`src/rtl/elevator_request_dispatcher.sv`:
```
// SCAN request dispatcher: latches floor calls, picks the next target in the
// current sweep direction, and holds the door open for a fixed dwell on arrival.
module elevator_request_dispatcher #(
  parameter int unsigned NUM_FLOORS   = 16,
  parameter int unsigned DWELL_CYCLES = 4
) (
  input  logic        clk,
  input  logic        rst_n,
  input  logic        call_valid,
  input  logic [3:0]  call_floor,
  input  logic [3:0]  currentFloor,
  output logic [3:0]  requestFloor,
  output logic [15:0] pending,
  output logic        busy,
  output logic        door_open,
  output logic        dir_up
);

  localparam int unsigned CW = $clog2(DWELL_CYCLES + 1);
  localparam logic [4:0]    NF       = 5'(NUM_FLOORS);
  localparam logic [CW-1:0] DWELL_LD = CW'(DWELL_CYCLES);

  typedef enum logic [1:0] {IDLE, TRAVEL, DWELL} state_e;

  state_e        state_q, state_d;
  logic [15:0]   pend_q, pend_d;
  logic [3:0]    req_q, req_d;
  logic          dir_q, dir_d;
  logic [CW-1:0] cnt_q, cnt_d;

  logic          call_ok, call_here;
  logic [15:0]   set_mask, clr_mask;
  logic          up_found, dn_found;
  logic [3:0]    up_sel, dn_sel;

  // A repeat call for the floor being served extends the dwell instead of latching.
  assign call_ok   = call_valid && ({1'b0, call_floor} < NF);
  assign call_here = (state_q == DWELL) && call_ok && (call_floor == currentFloor);
  assign set_mask  = (call_ok && !call_here) ? (16'(1) << call_floor) : '0;

  // Nearest pending floor strictly above and strictly below the car.
  always_comb begin
    up_found = 1'b0;
    dn_found = 1'b0;
    up_sel   = '0;
    dn_sel   = '0;
    for (int unsigned i = 0; i < 16; i++) begin
      if (pend_q[i] && (4'(i) < currentFloor)) begin
        dn_found = 1'b1;
        dn_sel   = 4'(i);
      end
    end
    for (int unsigned i = 16; i > 0; i--) begin
      if (pend_q[i-1] && (4'(i-1) > currentFloor)) begin
        up_found = 1'b1;
        up_sel   = 4'(i-1);
      end
    end
  end

  always_comb begin
    state_d  = state_q;
    req_d    = req_q;
    dir_d    = dir_q;
    cnt_d    = cnt_q;
    clr_mask = '0;
    case (state_q)
      IDLE: begin
        if (pend_q != '0) begin
          if (pend_q[currentFloor]) begin
            clr_mask[currentFloor] = 1'b1;
            cnt_d   = DWELL_LD;
            state_d = DWELL;
          end else begin
            state_d = TRAVEL;
            if (dir_q ? up_found : dn_found) begin
              req_d = dir_q ? up_sel : dn_sel;
            end else begin
              dir_d = ~dir_q;
              req_d = dir_q ? dn_sel : up_sel;
            end
          end
        end
      end
      TRAVEL: begin
        if (currentFloor == req_q) begin
          clr_mask[req_q] = 1'b1;
          cnt_d   = DWELL_LD;
          state_d = DWELL;
        end else if (req_q > currentFloor) begin
          if (up_found && (up_sel < req_q)) req_d = up_sel;
        end else begin
          if (dn_found && (dn_sel > req_q)) req_d = dn_sel;
        end
      end
      DWELL: begin
        if (call_here) begin
          cnt_d = DWELL_LD;
        end else if (cnt_q == CW'(1)) begin
          cnt_d   = '0;
          state_d = IDLE;
        end else begin
          cnt_d = cnt_q - CW'(1);
        end
      end
      default: state_d = IDLE;
    endcase
    pend_d = (pend_q & ~clr_mask) | set_mask;
  end

  always_ff @(posedge clk or negedge rst_n) begin
    if (!rst_n) begin
      state_q <= IDLE;
      pend_q  <= '0;
      req_q   <= '0;
      dir_q   <= 1'b1;
      cnt_q   <= '0;
    end else begin
      state_q <= state_d;
      pend_q  <= pend_d;
      req_q   <= req_d;
      dir_q   <= dir_d;
      cnt_q   <= cnt_d;
    end
  end

  assign requestFloor = req_q;
  assign pending      = pend_q;
  assign busy         = (state_q != IDLE);
  assign door_open    = (state_q == DWELL);
  assign dir_up       = dir_q;

endmodule

```
`config.mk`:
```
export PLATFORM = sky130hd
export DESIGN_NAME = elevator_request_dispatcher
export DESIGN_NICKNAME = d
export VERILOG_FILES = /design/src/rtl/elevator_request_dispatcher.sv
export SDC_FILE = /design/constraint.sdc
export NUM_CORES = 1
export LEC_CHECK = 0
export ABC_AREA = 1
export CAP_MARGIN = 0
export CORE_UTILIZATION = 45
export DETAILED_ROUTE_END_ITERATION = 8
export MAX_ROUTING_LAYER = met4
export PLACE_DENSITY = 0.7
export SLEW_MARGIN = 10
export SYNTH_ARGS = -nofsm -noshare
export SYNTH_HDL_FRONTEND = slang
export SYNTH_SLANG_ARGS = --single-unit
export TNS_END_PERCENT = 50
```
`constraint.sdc`:
```
create_clock -name clk -period 2.3 [get_ports clk]
set_input_delay 0.46 -clock clk [delete_from_list [all_inputs] [get_ports clk]]
set_output_delay 0.46 -clock clk [all_outputs]
set_load 0.01 [all_outputs]
```
==> impl_metrics.tcl, run 1 <==
set metrics [dict create \
    hold_class "register to register" \
    antenna_found_initial 0 \
    clock-root-buffer "clkbuf_8" \
    rsz0062_at_grt "yes" \
    insertedDiodeCount 0 \
    coreArea_mm2 0.00524 \
    p_per_area_mw_per_mm2 1090 \
    fin_skew_ns 0.00314 \
    postSynthAreaPerCell_um2 6.29 \
    slew_headroom 0.712 \
    hold_path_depth 1 \
    critPathLaunchType "primary input" \
    post_drt_via_cell_ratio 5.70 \
    path_cells "buf_2 -> buf_6 -> nand2_8 -> inv_4 -> o21ai_2 -> or2_1 -> nand2_2 -> nor2_4 -> inv_1 -> nor2_1 -> nor2_2 -> inv_1 -> ha_1 -> nand2_1 -> inv_2 -> a32oi_1 -> a31oi_1 -> nand2_2 -> nand2_4 -> nand2_1 -> nand2_1" \
    routabilityCongestion 1.01 \
    end_kind "register" \
    finalHoldViolations 0 \
    cts_made_buffers 3 \
    io_pins 34 \
    synth_nets 423 \
    htree_levels 1 \
    die_height_um 76.7 \
    finalWirelength_mm 10.7 \
    drv_slew 0 \
    ys_seq_area_frac 0.260 \
    vias 3583 \
    status "finished, violations left" \
    first_global_vias 3420 \
    criticalPathCategory "primary input to register" \
    max_freq_mhz 384 \
    dp_hpwl_mm 8.24 \
    start_util 0.479 \
    max_stage_delay_ns 0.29 \
    clock-sinks 26 \
    die_w_um 76.7 \
    syn_to_final_growth_pct 65.5 \
    drt_iter0_markers 342 \
    r2r.worst_path.cells 19 \
    finalCoreUtilization 0.793 \
    setup_viol 4 \
    drive_above_1_share 0.363 \
    worst_pin_slew_ns 0.430 \
    grt_pass1_wl_mm 16.9 \
    clk_latency_ns 0.27 \
    clockBufferDepth 2 \
    vdd_drop_max_v 0.000819 \
    overflow 0 \
    port_buffers 33 \
    violations "setup timing" \
    syn_area_mm2 0.00251 \
    period_share 1.13 \
    synth_top_cells_by_count "nand2_1 (87), inv_1 (60), nor2_1 (45)" \
    cp.required_ns 2.47 \
    critPathArrivalTime_ns 2.78 \
    clk_pin_slew_ns 0.09 \
    fp-row-count 26 \
    dieArea_mm2 0.00588 \
    drc 0 \
    ys_warn_count 0 \
    synth_cells 399 \
    synth-async-reset-ratio 1.00 \
    synth.most_common_cell "nand2_1" \
    synth_cell_types 36 \
    crit_slowest_cell "ha_1" \
    leakagePower_nw 2.07 \
    final_nets 584 \
    synth_flop_cell "dfrtp_1" \
    synth_edf_count 0 \
    synth_seq_cells 26 \
    post_drt_wl_per_cell_um 17.0 \
    grt_max_degree 27 \
    setup_slack_ns -0.305 \
    cts_tree "built" \
    finalSetupTns_ns -1.19 \
    synth_area_leaders "dfrtp_1 (25%), nand2_1 (13%), inv_1 (9.0%)" \
    synth_top_area_cell "dfrtp_1" \
    grt_usage 0.376 \
    ant_nets 0 \
    cap_violations 0 \
    post-route-min-period_ns 2.61 \
    worst-path-max-fanout 5 \
    drt-pass1-iter-count 5 \
    path_common_cell "nand2_1" \
    yosysTopAreaCellShare 0.249 \
]
[report_power, final]
part / internal (W) / switching, W / leakage (nW)
Combinational: 0.00160 / 0.00173 / 1.75
Sequential: 0.000667 / 0.000243 / 0.289
Clock: 0.000153 / 0.000151 / 0.0288
[cells in the final DEF (no fill, tap or decap), drive strengths merged]
cell	instances
clkinv	2
ha	13
a2111oi	1
buf	129
o32ai	3
o21ai	32
nor2	50
o21bai	1
a31oi	4
nand4	12
or2	2
dfstp	1
o221ai	3
o211ai	1
nand3	26
a221oi	2
clkdlybuf4s50	29
nor4	2
clkbuf	5
nor3	3
a21oi	16
inv	70
dfrtp	25
nand2	92
a21boi	1
a32oi	1
o22ai	33
[through the flow]
stage / hold WS, ns / area (um^2) / total power, W / setup slack [ns] / instances
finish: 0.518 / 4160 / 0.00455 / -0.305 / 629
global route: 0.550 / 4160 / 0.00485 / -0.438 / 629
CTS: 0.529 / 3980 / 0.00424 / -0.241 / 622
detailed placement: 0.516 / 3800 / 0.00384 / -0.950 / 608
global placement: 0.492 / 3800 / 0.00378 / -0.929 / 608
floorplan: 0.164 / 2580 / 0.00228 / -0.174 / 399
[area by class of cell]
type	count	area, um^2
Clock buffer	4	55.1
Fill cell	377	1080
Inverter	72	283
Multi-Input combinational cell	298	1780
Sequential cell	26	653
Tap cell	70	87.6
Timing Repair Buffer	159	1290
[layer usage]
metal | up-vias | global-route usage | share of wire
met5 | - | - | 0
met1 | 1612 | 0.497 | 0.42
li1 | 1684 | - | -
met3 | 45 | 0.0381 | 0.094
met4 | 0 | 0.131 | 0.036
met2 | 242 | 0.600 | 0.45
[flip-flops by register name, summed over array words and instances, names as in the netlist]
signal        cells
requestFloor      4
state_q           2
cnt_q             3
pending          16
dir_up            1
[cell families after synthesis]
logic type	after synthesis	synth area share
simple gates	187	0.324
compound gates	98	0.236
buf+inv	75	0.116
flops	26	0.260
fa+ha+maj	13	0.0648
[critical path, delay by kind of cell]
family | cells | cell delay (ns)
and+or+nand+nor | 11 | 1.13
buffers and inverters | 6 | 0.52
AOI/OAI and AO/OA | 3 | 0.39
adders and majority gates | 1 | 0.29
[path summary, 6_finish.rpt]
kind	to	from	slack, ns
worst max-delay path	requestFloor[1]$_DFFE_PN0P_	currentFloor[1]	-0.31
worst min-delay path	cnt_q[0]$_DFFE_PN0P_	cnt_q[0]$_DFFE_PN0P_	0.52
worst max register to register	requestFloor[1]$_DFFE_PN0P_	pending[2]$_DFF_PN0_	-0.18
worst min register to register	cnt_q[0]$_DFFE_PN0P_	cnt_q[0]$_DFFE_PN0P_	0.52
max in group asynchronous	dir_up$_DFFE_PN1P_	rst_n	1.42
min in group asynchronous	pending[15]$_DFF_PN0_	rst_n	0.57
[timing repair]
action | in CTS | in global routing
hold buffers | 0 | 0
pin swaps | 27 | 24
gates resized for setup | 37 | 33
setup endpoints to repair | 25 | 10
setup buffers | 10 | 7
(Power assumes the default switching activity.)
==> inputs of run 2 (changes only) <==
--- a/config.mk
+++ b/config.mk
@@ -6,7 +6,6 @@
 export NUM_CORES = 1
 export LEC_CHECK = 0
 export ABC_AREA = 1
-export CAP_MARGIN = 0
 export CORE_UTILIZATION = 45
 export DETAILED_ROUTE_END_ITERATION = 8
 export MAX_ROUTING_LAYER = met4
==> results of run 2 <==
The final DEF is identical to that of run 1; final timing and power are the same.
